==> config.mk <==
export PLATFORM = sky130hd
export DESIGN_NAME = hv_efuse_load_ctrl
export DESIGN_NICKNAME = d
export VERILOG_FILES = /design/src/rtl/hv_efuse_load_ctrl_pkg.sv /design/src/rtl/hv_efuse_chk.sv /design/src/rtl/hv_efuse_load_ctrl.sv
export SDC_FILE = /design/constraint.sdc
export NUM_CORES = 1
export LEC_CHECK = 0
export CAP_MARGIN = 10
export CORE_UTILIZATION = 56
export DETAILED_ROUTE_END_ITERATION = 8
export PLACE_DENSITY_LB_ADDON = 0.12
export REMOVE_ABC_BUFFERS = 1
export SLEW_MARGIN = 5
export SYNTH_ARGS = -nofsm -noshare
export SYNTH_HDL_FRONTEND = slang
export SYNTH_HIERARCHICAL = 1
export SYNTH_SLANG_ARGS = --single-unit
==> constraint.sdc <==
create_clock -name i_clk -period 2.4 [get_ports i_clk]
set_input_delay 0.48 -clock i_clk [delete_from_list [all_inputs] [get_ports i_clk]]
set_output_delay 0.48 -clock i_clk [all_outputs]
set_load 0.05 [all_outputs]
==> src/rtl/hv_efuse_load_ctrl_pkg.sv <==
// Shared HV definitions for the efuse load path: FSM state encoding,
// timing defaults and the efuse byte map.
package hv_efuse_load_ctrl_pkg;

  localparam int EFUSE_ST_W = 3;

  typedef enum logic [EFUSE_ST_W-1:0] {
    EFUSE_ST_IDLE  = 3'd0,
    EFUSE_ST_SETUP = 3'd1,
    EFUSE_ST_STRB  = 3'd2,
    EFUSE_ST_HOLD  = 3'd3,
    EFUSE_ST_CHK   = 3'd4,
    EFUSE_ST_DONE  = 3'd5
  } efuse_st_e;

  localparam int EFUSE_BYTE_NUM_DEF  = 16;
  localparam int EFUSE_ADDR_W_DEF    = 4;
  localparam int EFUSE_SETUP_CYC_DEF = 2;
  localparam int EFUSE_STRB_CYC_DEF  = 4;
  localparam int EFUSE_HOLD_CYC_DEF  = 1;

  // The checksum lives in the last byte of the array.
  function automatic int efuse_chk_idx(input int byte_num);
    return byte_num - 1;
  endfunction

  function automatic int efuse_max3(input int a, input int b, input int c);
    int m;
    m = (a > b) ? a : b;
    return (m > c) ? m : c;
  endfunction

endpackage

==> src/rtl/hv_efuse_chk.sv <==
// Efuse checksum engine: 8-bit wrapping sum of the data bytes, captured
// checksum byte and a not-blank flag; vld is the combined verdict.
module hv_efuse_chk
  import hv_efuse_load_ctrl_pkg::*;
(
  input  logic       i_clk,
  input  logic       i_rst_n,
  input  logic       clr,
  input  logic       byte_stb,
  input  logic [7:0] data,
  input  logic       last,
  output logic       vld
);

  logic [7:0] sum_r;
  logic [7:0] chk_byte_r;
  logic       nonblank_r;

  // Accumulate data bytes; the last byte is the stored checksum, not summed.
  always_ff @(posedge i_clk or negedge i_rst_n) begin
    if (!i_rst_n) begin
      sum_r      <= 8'h00;
      chk_byte_r <= 8'h00;
      nonblank_r <= 1'b0;
    end else if (clr) begin
      sum_r      <= 8'h00;
      chk_byte_r <= 8'h00;
      nonblank_r <= 1'b0;
    end else if (byte_stb) begin
      nonblank_r <= nonblank_r | (|data);
      if (last) begin
        chk_byte_r <= data;
      end else begin
        sum_r <= sum_r + data;
      end
    end else begin
      sum_r      <= sum_r;
      chk_byte_r <= chk_byte_r;
      nonblank_r <= nonblank_r;
    end
  end

  // An all-zero array would match trivially, so blank is always invalid.
  assign vld = (sum_r == chk_byte_r) & nonblank_r;

endmodule

==> src/rtl/hv_efuse_load_ctrl.sv <==
// Efuse load controller: sequences the fuse macro byte by byte, mirrors each
// byte into the register bank and reports done/valid to the HV control FSM.
module hv_efuse_load_ctrl
  import hv_efuse_load_ctrl_pkg::*;
#(
  parameter int EFUSE_BYTE_NUM  = EFUSE_BYTE_NUM_DEF,
  parameter int EFUSE_ADDR_W    = EFUSE_ADDR_W_DEF,
  parameter int EFUSE_SETUP_CYC = EFUSE_SETUP_CYC_DEF,
  parameter int EFUSE_STRB_CYC  = EFUSE_STRB_CYC_DEF,
  parameter int EFUSE_HOLD_CYC  = EFUSE_HOLD_CYC_DEF
) (
  input  logic                    i_clk,
  input  logic                    i_rst_n,
  input  logic                    i_efuse_load_req,
  output logic                    o_efuse_csb,
  output logic                    o_efuse_strobe,
  output logic [EFUSE_ADDR_W-1:0] o_efuse_addr,
  input  logic [7:0]              i_efuse_dout,
  output logic                    o_efuse_reg_wr_en,
  output logic [EFUSE_ADDR_W-1:0] o_efuse_reg_addr,
  output logic [7:0]              o_efuse_reg_wdata,
  output logic                    o_efuse_load_done,
  output logic                    o_efuse_vld
);

  localparam int CNT_MAX = efuse_max3(EFUSE_SETUP_CYC, EFUSE_STRB_CYC, EFUSE_HOLD_CYC);
  localparam int CNT_W   = (CNT_MAX < 2) ? 1 : $clog2(CNT_MAX);
  localparam logic [CNT_W-1:0] SETUP_LAST = CNT_W'(EFUSE_SETUP_CYC - 1);
  localparam logic [CNT_W-1:0] STRB_LAST  = CNT_W'(EFUSE_STRB_CYC - 1);
  localparam logic [CNT_W-1:0] HOLD_LAST  = CNT_W'(EFUSE_HOLD_CYC - 1);
  localparam logic [EFUSE_ADDR_W-1:0] LAST_IDX = EFUSE_ADDR_W'(efuse_chk_idx(EFUSE_BYTE_NUM));

  efuse_st_e               state_r;
  logic [CNT_W-1:0]        cyc_cnt_r;
  logic [EFUSE_ADDR_W-1:0] byte_idx_r;
  logic                    chk_clr_s;
  logic                    byte_stb_s;
  logic                    last_byte_s;
  logic                    chk_vld_s;

  assign last_byte_s = (byte_idx_r == LAST_IDX);
  assign chk_clr_s   = (state_r == EFUSE_ST_IDLE) & i_efuse_load_req;
  // Same condition that produces the register write pulse.
  assign byte_stb_s  = (state_r == EFUSE_ST_STRB) & i_efuse_load_req & (cyc_cnt_r == STRB_LAST);

  hv_efuse_chk u_chk (
    .i_clk    (i_clk),
    .i_rst_n  (i_rst_n),
    .clr      (chk_clr_s),
    .byte_stb (byte_stb_s),
    .data     (i_efuse_dout),
    .last     (last_byte_s),
    .vld      (chk_vld_s)
  );

  // Load sequencer; every macro and register-bank output is set for the state being entered.
  always_ff @(posedge i_clk or negedge i_rst_n) begin
    if (!i_rst_n) begin
      state_r           <= EFUSE_ST_IDLE;
      cyc_cnt_r         <= {CNT_W{1'b0}};
      byte_idx_r        <= {EFUSE_ADDR_W{1'b0}};
      o_efuse_csb       <= 1'b1;
      o_efuse_strobe    <= 1'b0;
      o_efuse_addr      <= {EFUSE_ADDR_W{1'b0}};
      o_efuse_reg_wr_en <= 1'b0;
      o_efuse_reg_addr  <= {EFUSE_ADDR_W{1'b0}};
      o_efuse_reg_wdata <= 8'h00;
      o_efuse_load_done <= 1'b0;
      o_efuse_vld       <= 1'b0;
    end else begin
      o_efuse_reg_wr_en <= 1'b0;
      if (!i_efuse_load_req && state_r != EFUSE_ST_IDLE && state_r != EFUSE_ST_DONE) begin
        state_r        <= EFUSE_ST_IDLE;
        cyc_cnt_r      <= {CNT_W{1'b0}};
        o_efuse_csb    <= 1'b1;
        o_efuse_strobe <= 1'b0;
        o_efuse_addr   <= {EFUSE_ADDR_W{1'b0}};
      end else begin
        case (state_r)
          EFUSE_ST_IDLE: begin
            if (i_efuse_load_req) begin
              state_r        <= EFUSE_ST_SETUP;
              cyc_cnt_r      <= {CNT_W{1'b0}};
              byte_idx_r     <= {EFUSE_ADDR_W{1'b0}};
              o_efuse_csb    <= 1'b0;
              o_efuse_strobe <= 1'b0;
              o_efuse_addr   <= {EFUSE_ADDR_W{1'b0}};
              o_efuse_vld    <= 1'b0;
            end else begin
              state_r <= EFUSE_ST_IDLE;
            end
          end
          EFUSE_ST_SETUP: begin
            if (cyc_cnt_r == SETUP_LAST) begin
              state_r        <= EFUSE_ST_STRB;
              cyc_cnt_r      <= {CNT_W{1'b0}};
              o_efuse_strobe <= 1'b1;
            end else begin
              cyc_cnt_r <= cyc_cnt_r + CNT_W'(1);
            end
          end
          EFUSE_ST_STRB: begin
            if (cyc_cnt_r == STRB_LAST) begin
              state_r           <= EFUSE_ST_HOLD;
              cyc_cnt_r         <= {CNT_W{1'b0}};
              o_efuse_strobe    <= 1'b0;
              o_efuse_reg_wr_en <= 1'b1;
              o_efuse_reg_addr  <= byte_idx_r;
              o_efuse_reg_wdata <= i_efuse_dout;
            end else begin
              cyc_cnt_r <= cyc_cnt_r + CNT_W'(1);
            end
          end
          EFUSE_ST_HOLD: begin
            if (cyc_cnt_r != HOLD_LAST) begin
              cyc_cnt_r <= cyc_cnt_r + CNT_W'(1);
            end else if (last_byte_s) begin
              state_r      <= EFUSE_ST_CHK;
              cyc_cnt_r    <= {CNT_W{1'b0}};
              o_efuse_csb  <= 1'b1;
              o_efuse_addr <= {EFUSE_ADDR_W{1'b0}};
            end else begin
              state_r      <= EFUSE_ST_SETUP;
              cyc_cnt_r    <= {CNT_W{1'b0}};
              byte_idx_r   <= byte_idx_r + EFUSE_ADDR_W'(1);
              o_efuse_addr <= byte_idx_r + EFUSE_ADDR_W'(1);
            end
          end
          EFUSE_ST_CHK: begin
            state_r           <= EFUSE_ST_DONE;
            o_efuse_load_done <= 1'b1;
            o_efuse_vld       <= chk_vld_s;
          end
          EFUSE_ST_DONE: begin
            if (!i_efuse_load_req) begin
              state_r           <= EFUSE_ST_IDLE;
              o_efuse_load_done <= 1'b0;
            end else begin
              state_r <= EFUSE_ST_DONE;
            end
          end
          default: begin
            state_r           <= EFUSE_ST_IDLE;
            cyc_cnt_r         <= {CNT_W{1'b0}};
            o_efuse_csb       <= 1'b1;
            o_efuse_strobe    <= 1'b0;
            o_efuse_addr      <= {EFUSE_ADDR_W{1'b0}};
            o_efuse_load_done <= 1'b0;
          end
        endcase
      end
    end
  end

endmodule

==> impl_metrics.ini <==
[global_routing]
grt_pass1_wl_um = 10300
antenna_found_initial = 0
grt_use_total = 0.256
grt_pass1_vias = 2122
grt-ovfl-total = 0
grt_max_degree = 28

[cells_and_area]
layout_common_cells = 46 x dfrtp_1, 32 x nand2_1, 30 x clkdlybuf4s50_1
drive_gt1_frac = 0.191
fillerInstances = 380
final_nets = 342
final_common_cell = dfrtp_1
final_util = 0.701
area_growth_syn_to_layout_pct = 19.2
diodes = 0

[cts]
hold_buffers = 0
cts_resized = 0
clock_sinks = 47
cts-htree-levels = 2
cts_tree = done
cts_inserted_buffers = 5
post_cts_buffers = 0
clockBufferDepth = 2
root_buffer = clkbuf_8
clkTransAtPathRegs_ns = 0.09
clk_latency_ns = 0.30

[sta]
min_period_ns = 2.13
worstMarginPinSlew_ns = 0.592
timing.final.crit_share = 0.888
maxSlewHeadroom = 0.605
finalHoldViolations = 0
worst_slack_ns = 0.268
drv_slew = 0
rsz0062_at_grt = no
fmax_mhz = 469
finClkSkew_ns = 0.00796
setup_viol = 0

[place]
gp_routability_congestion = 0.832
dp_slack_ns = -0.00724
port_buffers = 31
hpwl_um = 4280

[setup_path]
r2r_slack_ns = 0.27
worst_setup_path_end_kind = flip-flop
cp_max_fo = 8
worst_ep_required_time_ns = 2.64
cp.arrival_ns = 2.37
criticalPathCategory = flip-flop to flip-flop
startpoint_type = flip-flop

[die]
die_w_um = 72.7
die_area_um2 = 5280
rows = 25
io_pins = 32
fp.coreArea_um2 = 4750
start_util = 0.588
fp.dieH_um = 72.7

[synth]
synth-seq-cells = 47
syn-instance-count = 273
synth_warnings = 6
yosys-top-cells-area = dfrtp_1 41%, ha_1 5.4%, mux2_4 4.8%
syn_area_um2 = 2800
ys.flop_type = dfrtp_1
synth-seq-area-share = 0.421
async_flop_share = 1.00
avgSynthCellArea_um2 = 10.2
ys_types = 60
synth_edf_count = 0
synth_top_area_cell = dfrtp_1
yosysTopAreaCellShare = 0.412

[drt]
drcViolationCount = 0
ant_nets = 0
met2_length_um = 2680
wl_met1_um = 2920
first_pass_iters = 4
wl_per_cell_um = 15.6
wl_met3_um = 377
drt_iter0_markers = 132
num_vias = 2202
drt-total-wl_um = 6010
top_layer = met4
via_per_inst = 5.70

[status]
outcome = finished, final reports clean

[hold_path]
worstHoldPathType = input pin to asynchronous set/reset pin

[run]
cap_violations = 0

[pwr]
power.density_nw_per_um2 = 653
p_leak_nw = 1.59
max-vdd-ir-drop_v = 0.000339
power.total_mw = 2.18
[area by class of cell]
class | instances | area, um2 | share of cell area
inverters | 10 | 37.5 | 0.0113
clock buffers | 8 | 100 | 0.0300
repair buffers | 52 | 463 | 0.139
flip-flops and latches | 47 | 1180 | 0.353
well taps | 67 | 83.8 | 0.0252
multi-input cells | 202 | 1470 | 0.441
[registers in the layout (all words and copies together), names as in the netlist]
signal             flops
state_r                3
o_efuse_addr           4
o_efuse_reg_addr       4
u_chk/nonblank_r       1
u_chk/sum_r            8
o_efuse_strobe         1
cyc_cnt_r              2
u_chk/chk_byte_r       8
o_efuse_reg_wdata      8
o_efuse_csb            1
byte_idx_r             4
o_efuse_load_done      1
o_efuse_vld            1
o_efuse_reg_wr_en      1
[stage by stage]
stage	setup TNS, ns	hold WS (ns)	std cells	area (um2)
after floorplan	-0.540	0.184	259	2690
after global placement	-0.00819	0.459	378	3230
after detailed placement	-0.0135	0.469	378	3230
after CTS	0	0.186	386	3330
after global routing	0	0.203	386	3330
final	0	0.171	386	3330
[layer usage]
metal	vias to the layer above	GRT usage
met1	1048	0.387
met2	76	0.375
met5	-	0
li1	1074	-
met3	4	0.0608
met4	0	0.0545
[cell families (layout without fill, tap and decap cells)]
| logic type | after synthesis | in the layout | synth area share |
|---|---|---|---|
| multiplexers | 17 | 17 | 0.0792 |
| flip-flops | 47 | 47 | 0.421 |
| XOR/XNOR | 12 | 12 | 0.0376 |
| AND/OR/NAND/NOR | 91 | 91 | 0.179 |
| buffers and inverters | 24 | 70 | 0.0528 |
| adder cells (fa/ha/maj) | 13 | 13 | 0.0608 |
| AO/OA/AOI/OAI | 69 | 69 | 0.170 |
[final timing paths]
kind	startpoint	cells past startpoint	to
worst max-delay path	byte_idx_r[0]	9	u_chk/sum_r[7]
worst min-delay path	i_rst_n	1	cyc_cnt_r[1]
worst max register to register	byte_idx_r[0]	9	u_chk/sum_r[7]
worst min register to register	o_efuse_addr[3]	1	o_efuse_addr[3]
max in group asynchronous	i_rst_n	2	o_efuse_vld
min in group i_clk	o_efuse_addr[3]	1	o_efuse_addr[3]
[report_power, final]
part / switching, mW / internal [mW] / total [mW] / leakage (nW)
registers: 0.0434 / 0.847 / 0.891 / 0.647
logic: 0.456 / 0.299 / 0.755 / 0.887
clock network: 0.268 / 0.263 / 0.531 / 0.0515
[Yosys cell counts (7+ instances only)]
cell / count
a21o_1: 7
a21oi_1: 21
dfrtp_1: 46
ha_1: 12
inv_1: 9
mux2_4: 9
nand2_1: 32
nand3_1: 14
nor2_1: 8
o21ai_0: 7
xor2_1: 7
[worst max-delay path, stage by stage, from the launching register on]
cell and delay (ns):
dfrtp_1 0.44, ha_1 0.28, nand3_2 0.17, inv_1 0.07
nand2b_1 0.19, buf_4 0.17, a2111oi_0 0.29, a21oi_1 0.13
a21o_1 0.21, a21oi_2 0.12
(Power assumes the default switching activity.)
